## src/rtl/cacheline_burst_adapter_if.sv

```systemverilog
// Bundle of arbiter-side line signals and memory-side burst signals.
// The adapter connects through the slave modport; the environment driving
// the arbiter and memory sides uses the master modport.
interface cacheline_burst_adapter_if #(
  parameter int LINE_WIDTH = 256,
  parameter int BEAT_WIDTH = 64
);
  // Arbiter side
  logic [31:0]           line_address;
  logic                  line_read;
  logic                  line_write;
  logic [LINE_WIDTH-1:0] line_wdata;
  logic [LINE_WIDTH-1:0] line_rdata;
  logic                  line_resp;
  // Memory side
  logic [31:0]           mem_address;
  logic                  mem_read;
  logic                  mem_write;
  logic [BEAT_WIDTH-1:0] mem_wdata;
  logic [BEAT_WIDTH-1:0] mem_rdata;
  logic                  mem_resp;
  // Current FSM state, exported for observation
  logic [2:0]            dbg_state;

  modport slave (
    input  line_address, line_read, line_write, line_wdata,
    output line_rdata, line_resp,
    output mem_address, mem_read, mem_write, mem_wdata,
    input  mem_rdata, mem_resp,
    output dbg_state
  );

  modport master (
    output line_address, line_read, line_write, line_wdata,
    input  line_rdata, line_resp,
    input  mem_address, mem_read, mem_write, mem_wdata,
    output mem_rdata, mem_resp,
    input  dbg_state
  );
endinterface

```

## src/rtl/cacheline_burst_adapter.sv

```systemverilog
// Cacheline burst adapter: turns one line read/write from the arbiter into a
// BEATS-long burst on the memory port and returns a one-cycle line_resp.
//
// Handshake: line_read/line_write are levels held by the arbiter until
// line_resp; they are sampled only in IDLE. On the memory side mem_read or
// mem_write stays high for the whole burst and every cycle with mem_resp=1
// transfers exactly one beat (beat 0 = line bits [BEAT_WIDTH-1:0] first).
module cacheline_burst_adapter #(
  parameter int LINE_WIDTH = 256,
  parameter int BEAT_WIDTH = 64,
  parameter int BEATS      = LINE_WIDTH / BEAT_WIDTH
) (
  input  logic                            clk,
  input  logic                            rst,
  cacheline_burst_adapter_if.slave        bus
);

  localparam int CNT_W = (BEATS > 1) ? $clog2(BEATS) : 1;
  localparam int OFF_W = $clog2(LINE_WIDTH / 8);
  localparam logic [CNT_W-1:0] LAST_BEAT = CNT_W'(BEATS - 1);

  typedef enum logic [2:0] {
    IDLE     = 3'd0,
    RD_BURST = 3'd1,
    RD_DONE  = 3'd2,
    WR_BURST = 3'd3,
    WR_DONE  = 3'd4
  } state_t;

  state_t                                state_q, state_d;
  logic [CNT_W-1:0]                      cnt_q, cnt_d;
  logic [31:0]                           addr_q, addr_d;
  // Line buffer shared by reads (assembly) and writes (serialisation)
  logic [BEATS-1:0][BEAT_WIDTH-1:0]      buf_q, buf_d;

  logic                                  line_resp;
  logic                                  mem_read;
  logic                                  mem_write;
  logic [31:0]                           mem_address;
  logic [BEAT_WIDTH-1:0]                 mem_wdata;

  // State, counter, address and line buffer registers
  always_ff @(posedge clk or posedge rst) begin
    if (rst) begin
      state_q <= IDLE;
      cnt_q   <= '0;
      addr_q  <= '0;
      buf_q   <= '0;
    end else begin
      state_q <= state_d;
      cnt_q   <= cnt_d;
      addr_q  <= addr_d;
      buf_q   <= buf_d;
    end
  end

  // Next-state logic and Moore outputs; outputs are zero outside the bursts
  always_comb begin
    state_d     = state_q;
    cnt_d       = cnt_q;
    addr_d      = addr_q;
    buf_d       = buf_q;
    line_resp   = 1'b0;
    mem_read    = 1'b0;
    mem_write   = 1'b0;
    mem_address = '0;
    mem_wdata   = '0;

    unique case (state_q)
      IDLE: begin
        // Read has priority when both requests are present
        if (bus.line_read) begin
          addr_d  = {bus.line_address[31:OFF_W], {OFF_W{1'b0}}};
          cnt_d   = '0;
          state_d = RD_BURST;
        end else if (bus.line_write) begin
          addr_d  = {bus.line_address[31:OFF_W], {OFF_W{1'b0}}};
          buf_d   = bus.line_wdata;
          cnt_d   = '0;
          state_d = WR_BURST;
        end
      end

      RD_BURST: begin
        mem_read    = 1'b1;
        mem_address = addr_q;
        if (bus.mem_resp) begin
          buf_d[cnt_q] = bus.mem_rdata;
          if (cnt_q == LAST_BEAT) begin
            state_d = RD_DONE;
          end else begin
            cnt_d = cnt_q + CNT_W'(1);
          end
        end
      end

      RD_DONE: begin
        line_resp = 1'b1;
        state_d   = IDLE;
      end

      WR_BURST: begin
        mem_write   = 1'b1;
        mem_address = addr_q;
        mem_wdata   = buf_q[cnt_q];
        if (bus.mem_resp) begin
          if (cnt_q == LAST_BEAT) begin
            state_d = WR_DONE;
          end else begin
            cnt_d = cnt_q + CNT_W'(1);
          end
        end
      end

      WR_DONE: begin
        line_resp = 1'b1;
        state_d   = IDLE;
      end

      default: begin
        state_d = IDLE;
      end
    endcase
  end

  assign bus.line_rdata  = buf_q;
  assign bus.line_resp   = line_resp;
  assign bus.mem_read    = mem_read;
  assign bus.mem_write   = mem_write;
  assign bus.mem_address = mem_address;
  assign bus.mem_wdata   = mem_wdata;
  assign bus.dbg_state   = state_q;

endmodule

```

## src/flat_wrapper.sv

```systemverilog
// flat-port wrapper written by rule: the top's interface ports become plain ports
module cacheline_burst_adapter_flat 
#(
  parameter int LINE_WIDTH = 256,
  parameter int BEAT_WIDTH = 64,
  parameter int BEATS      = LINE_WIDTH / BEAT_WIDTH
)
  (clk, rst, bus_line_address, bus_line_read, bus_line_write, bus_line_wdata, bus_line_rdata, bus_line_resp, bus_mem_address, bus_mem_read, bus_mem_write, bus_mem_wdata, bus_mem_rdata, bus_mem_resp, bus_dbg_state);
  cacheline_burst_adapter_if #(.LINE_WIDTH(LINE_WIDTH), .BEAT_WIDTH(BEAT_WIDTH)) bus_i ();
  input  logic clk;
  input  logic rst;
  input wire logic [$bits(bus_i.line_address)-1:0] bus_line_address;
  input wire logic [$bits(bus_i.line_read)-1:0] bus_line_read;
  input wire logic [$bits(bus_i.line_write)-1:0] bus_line_write;
  input wire logic [$bits(bus_i.line_wdata)-1:0] bus_line_wdata;
  output wire logic [$bits(bus_i.line_rdata)-1:0] bus_line_rdata;
  output wire logic [$bits(bus_i.line_resp)-1:0] bus_line_resp;
  output wire logic [$bits(bus_i.mem_address)-1:0] bus_mem_address;
  output wire logic [$bits(bus_i.mem_read)-1:0] bus_mem_read;
  output wire logic [$bits(bus_i.mem_write)-1:0] bus_mem_write;
  output wire logic [$bits(bus_i.mem_wdata)-1:0] bus_mem_wdata;
  input wire logic [$bits(bus_i.mem_rdata)-1:0] bus_mem_rdata;
  input wire logic [$bits(bus_i.mem_resp)-1:0] bus_mem_resp;
  output wire logic [$bits(bus_i.dbg_state)-1:0] bus_dbg_state;
  assign bus_i.line_address = bus_line_address;
  assign bus_i.line_read = bus_line_read;
  assign bus_i.line_write = bus_line_write;
  assign bus_i.line_wdata = bus_line_wdata;
  assign bus_line_rdata = bus_i.line_rdata;
  assign bus_line_resp = bus_i.line_resp;
  assign bus_mem_address = bus_i.mem_address;
  assign bus_mem_read = bus_i.mem_read;
  assign bus_mem_write = bus_i.mem_write;
  assign bus_mem_wdata = bus_i.mem_wdata;
  assign bus_i.mem_rdata = bus_mem_rdata;
  assign bus_i.mem_resp = bus_mem_resp;
  assign bus_dbg_state = bus_i.dbg_state;
  cacheline_burst_adapter #(.LINE_WIDTH(LINE_WIDTH), .BEAT_WIDTH(BEAT_WIDTH), .BEATS(BEATS)) u_core (.clk(clk), .rst(rst), .bus(bus_i));
endmodule
```

## config.mk

```make
export PLATFORM = sky130hd
export DESIGN_NAME = cacheline_burst_adapter_flat
export DESIGN_NICKNAME = d
export VERILOG_FILES = /design/src/rtl/cacheline_burst_adapter_if.sv /design/src/rtl/cacheline_burst_adapter.sv /design/src/flat_wrapper.sv
export SDC_FILE = /design/constraint.sdc
export NUM_CORES = 1
export LEC_CHECK = 0
export ABC_AREA = 1
export CAP_MARGIN = 20
export CORE_AREA = 10 10 285 287
export CTS_CLUSTER_SIZE = 20
export DETAILED_ROUTE_END_ITERATION = 10
export DIE_AREA = 0 0 295 297
export PLACE_DENSITY = 0.51
export SLEW_MARGIN = 40
export SYNTH_ARGS = -nofsm -noshare
export SYNTH_HDL_FRONTEND = slang
export SYNTH_SLANG_ARGS = --single-unit
```

## constraint.sdc

```tcl
create_clock -name clk -period 13.45 [get_ports clk]
set_input_delay 4.035 -clock clk [delete_from_list [all_inputs] [get_ports clk]]
set_output_delay 4.035 -clock clk [all_outputs]
set_load 0.1 [all_outputs]
```

### Yosys cells after proc, flatten, opt, wreduce, memory -nomap -nowiden

Index checks and enable logic that the tools add are counted.

* register bits: 293
* input port bits: 357

* $add $sub $neg: 1
* order comparisons: 2
* eq/ne operators: 14
* multiplexer cells: 28
* reduce and logical (&&, ||, !) cells: 11

Operator list (count)
* 256-bit two-way mux: 3
* 256-bit case mux with 2 select lines: 1
* 256-bit bitwise mux: 1
* 64-bit two-way mux: 3
* 64-bit binary-select mux with 2-bit select: 1
* 64-bit demux with 2-bit select: 1
* 32-bit two-way mux: 3
* 3-bit two-way mux: 6
* 2-bit inequality test (second input constant): 5
* 3-bit case mux with 3 select lines: 1
* 2-bit two-way mux: 4
* 4-bit AND reduction: 2
* 3-bit by 2-bit == test with 1-bit output (second input constant): 2
* 2-bit by 1-bit inequality test with 1-bit output (second input constant): 3
* 2-bit nonzero test: 3
* 5-bit AND reduction: 1
* 2-bit case mux with 2 select lines: 1
* 2-bit OR reduction: 2
* 3-bit by 1-bit == test with 1-bit output (second input constant): 1
* 3-bit == test (second input constant): 1
* 3-bit logical NOT: 1
* 2-bit by 3-bit less-than comparator with 1-bit output (second input constant): 1
* 1-bit two-way mux: 3
* 3-bit inequality test (second input constant): 1
* other kinds (5): 5

### Logic depth before layout (Yosys ltp)

* depth after elaboration: 7
* depth in mapped cells: 14
* gate-level depth less buffers: 8

### Worst setup path after synthesis

OpenSTA, ideal clock, no wires.

* kind: register to output
* start: register u_core.state_q[1], in the netlist u_core.bus.dbg_state[1]
* end: output bus_mem_wdata[13]
* data arrival time: 4.526 ns
* required time: 9.415 ns
* path slack: 4.889 ns
* cell stages (with the launch flop): 6
* path through: dfrtp_1 > inv_2 > nor2_1 > inv_2 > buf_1 > a21oi_1

* cells in the longest elaborated chain, start to end: 2

RTL lines
* start: declaration: RTL line cacheline_burst_adapter.sv:30 `state_t state_q, state_d;`
* start signal: assignment: RTL line cacheline_burst_adapter.sv:50 `state_q <= state_d;`
* 3-bit by 2-bit == test with 1-bit output: RTL line cacheline_burst_adapter.sv:69 `unique case (state_q)`
* 64-bit two-way mux: RTL line cacheline_burst_adapter.sv:69
* end: declaration: RTL line flat_wrapper.sv:21 `output wire logic [$bits(bus_i.mem_wdata)-1:0] bus_mem_wdata;`

Every way passes these cells.

### Final worst setup path

* start: register u_core.cnt_q[0]
* end: output bus_mem_wdata[36]

* cells in the longest elaborated chain, start to end: 3

RTL lines
* start: declaration: RTL line cacheline_burst_adapter.sv:31 `logic [CNT_W-1:0] cnt_q, cnt_d;`
* start signal: assignment: RTL line cacheline_burst_adapter.sv:51 `cnt_q <= cnt_d;`
* 64-bit binary-select mux with 2-bit select: RTL line cacheline_burst_adapter.sv:105 `mem_wdata = buf_q[cnt_q];`
* 64-bit two-way mux (not written as such): RTL line cacheline_burst_adapter.sv:105
* 64-bit two-way mux: RTL line cacheline_burst_adapter.sv:69

Every way passes these cells. The select of a mux whose other input is x is not followed.

==> reports/qor.yml <==
insertion_delay_ns: 0.57
h-tree-depth: 2
slew_headroom_pct: 41.9
required_ns: 9.41
setup_viol: 0
cts_root_buffer: "clkbuf_16"
rows: 101
critPathBufInv: 3
period_minus_slack_ns: 7.84
skew_ns: 0.0223
synth.distinct_cells: 22
yosys_warnings: 0
drc: 0
crit_type: "reg -> out"
fmax_mhz: 127
hpwl_mm: 71.4
initial_core_util_pct: 24.8
finalHoldViolCount: 0
finalMaxSlewViolations: 0
synth_area_sq_um: 18700
rsz0062_at_grt: "no"
grt_max_degree: 93
drt_iter0_markers: 1524
drive_gt1_share_pct: 13.3
fin_nets: 3973
syn_avg_cell_area_sq_um: 6.11
cp_top_family: "buffers and inverters"
max_stage_delay_ns: 0.77
cts_tree: "built"
ios: 715
critical_path.max_fanout: 56
vias: 22100
wirelength_mm: 106
clk_pin_slew_ns: 0.06
slowest_stage: "dfrtp_4"
syn_to_final_growth_pct: 39.4
arrival_ns: 3.81
maxCapViolations: 0
status: "complete, no violations"
wl_per_cell_um: 22.9
worst_pin_slew_ns: 0.872
coreArea_sq_um: 75400
clock-sinks: 288
ys_ff_latch: 288
hold_class: "reg -> reg"
fin_crit_sh_pct: 58.3
cts_buffers: 41
die-area_sq_um: 87600
cts_max_path_buffers: 3
firstDrtPassIters: 5
tns_ns: 0
cts_setup_buffers: 0
seq_area_frac_synth_pct: 38.5
ctsResizeCount: 0
grt_pass1_wl_mm: 153
gp_congestion: 0.819
end_kind: "primary output"
io_buffers: 704
die_w_um: 295
die_y_um: 297
grt_overflow: 0
antenna_found_initial: 21
grt_pass1_vias: 21600
postCtsHoldBufs: 0
cp_cell_sequence: "buf_4 > buf_4 > nor2_1 > nor2_1 > o21ai_0 > a21oi_1 > buf_2"
startpoint_type: "flop"
grt_usage_pct: 23.1
vias_per_cell: 4.76
synthCells: 3062
antenna_left: 0
==> through the flow <==
stage	std cells	utilization (%)	instance area, sq um	setup WS, ns	hold slack, ns
after global routing	4632	34.6	26100	5.34	0.520
after CTS	4619	34.5	26000	5.48	0.493
after floorplan	3066	-	18700	1.47	0.481
final	4639	34.6	26100	5.61	0.492
after global placement	4545	35.0	26400	5.39	0.482
after detailed placement	4545	32.7	24700	6.11	0.477
==> placed cells by master (no fill, tap or decap), types with 18 or more instances in the layout <==
cell and n:
clkbuf_16 43, dfrtp_1 286, buf_2 349, diode_2 18, nand2_1 1287, a21oi_1 93, nand3_1 387, buf_4 31
inv_1 226, clkdlybuf4s50_1 351, o21ai_0 196, nor2_1 314
==> registers in the layout, indices dropped and copies added, names as in the netlist <==
name	flops
u_core.cnt_q	2
u_core.addr_q	27
u_core.bus.dbg_state	3
u_core.bus.line_rdata	256
==> synthesized netlist by cell type (all sizes together) <==
library cell	instances	share of area [%]
ha	4	0.27
nand2	1287	26
inv	235	4.7
o21ai	197	5.3
buf	134	3.5
nand4	2	0.067
nor2	317	6.4
conb	1	0.020
or2	1	0.033
a21oi	94	2.5
nand3	395	11
clkbuf	107	2.2
dfrtp	288	39
==> cells by family after synthesis <==
logic type | after synthesis | share of synthesized area (%)
buffers and inverters | 476 | 10.4
AO/OA/AOI/OAI | 291 | 7.80
adder cells (fa/ha/maj) | 4 | 0.267
AND/OR/NAND/NOR | 2002 | 43.0
flip-flops | 288 | 38.5
other | 1 | 0.0200
==> per-layer routing <==
metal	up-vias	wire length (um)	share of wire [%]	GRT usage, %
li1	10600	-	-	-
met1	10500	43800	41	28.4
met2	787	50400	47	38.7
met3	153	8780	8.3	6.52
met4	12	3000	2.8	7.05
met5	-	80	0.075	0
==> area by class of cell <==
class	instances	area (sq um)
antenna	18	45.0
clock inverter	11	86.3
tap	978	1220
fill	8488	49400
clock buffer	63	1240
timing repair buffer	744	5650
sequential	288	7210
inverter	235	901
multi-input combinational	2302	9720
==> worst register-to-register path: cells and delay by family (launching register included) <==
| kind | cells | cell delay, ns |
|---|---|---|
| buf+inv | 4 | 2.39 |
| flops | 1 | 0.77 |
| simple gates | 3 | 0.61 |
| fa+ha+maj | 1 | 0.23 |
| compound gates | 1 | 0.22 |
==> final timing paths <==
check                                                       start                                      to  slack (ns)  cells past startpoint
max                                   u_core.cnt_q[0]$_DFFE_PP0P_                       bus_mem_wdata[36]        5.61                      7
min                        u_core.bus.line_rdata[213]$_DFFE_PP0P_  u_core.bus.line_rdata[213]$_DFFE_PP0P_        0.49                      2
max reg2reg                           u_core.cnt_q[0]$_DFFE_PP0P_  u_core.bus.line_rdata[214]$_DFFE_PP0P_        9.16                      9
min reg2reg                u_core.bus.line_rdata[213]$_DFFE_PP0P_  u_core.bus.line_rdata[213]$_DFFE_PP0P_        0.49                      2
max in group asynchronous                                     rst           u_core.addr_q[29]$_DFFE_PP0P_        7.73                      4
min in group asynchronous                                     rst  u_core.bus.line_rdata[176]$_DFFE_PP0P_        3.98                      2
Power is left out: the tool's default activity adds up to more than one toggle a clock period on the data nets, which glitch-free logic cannot reach.
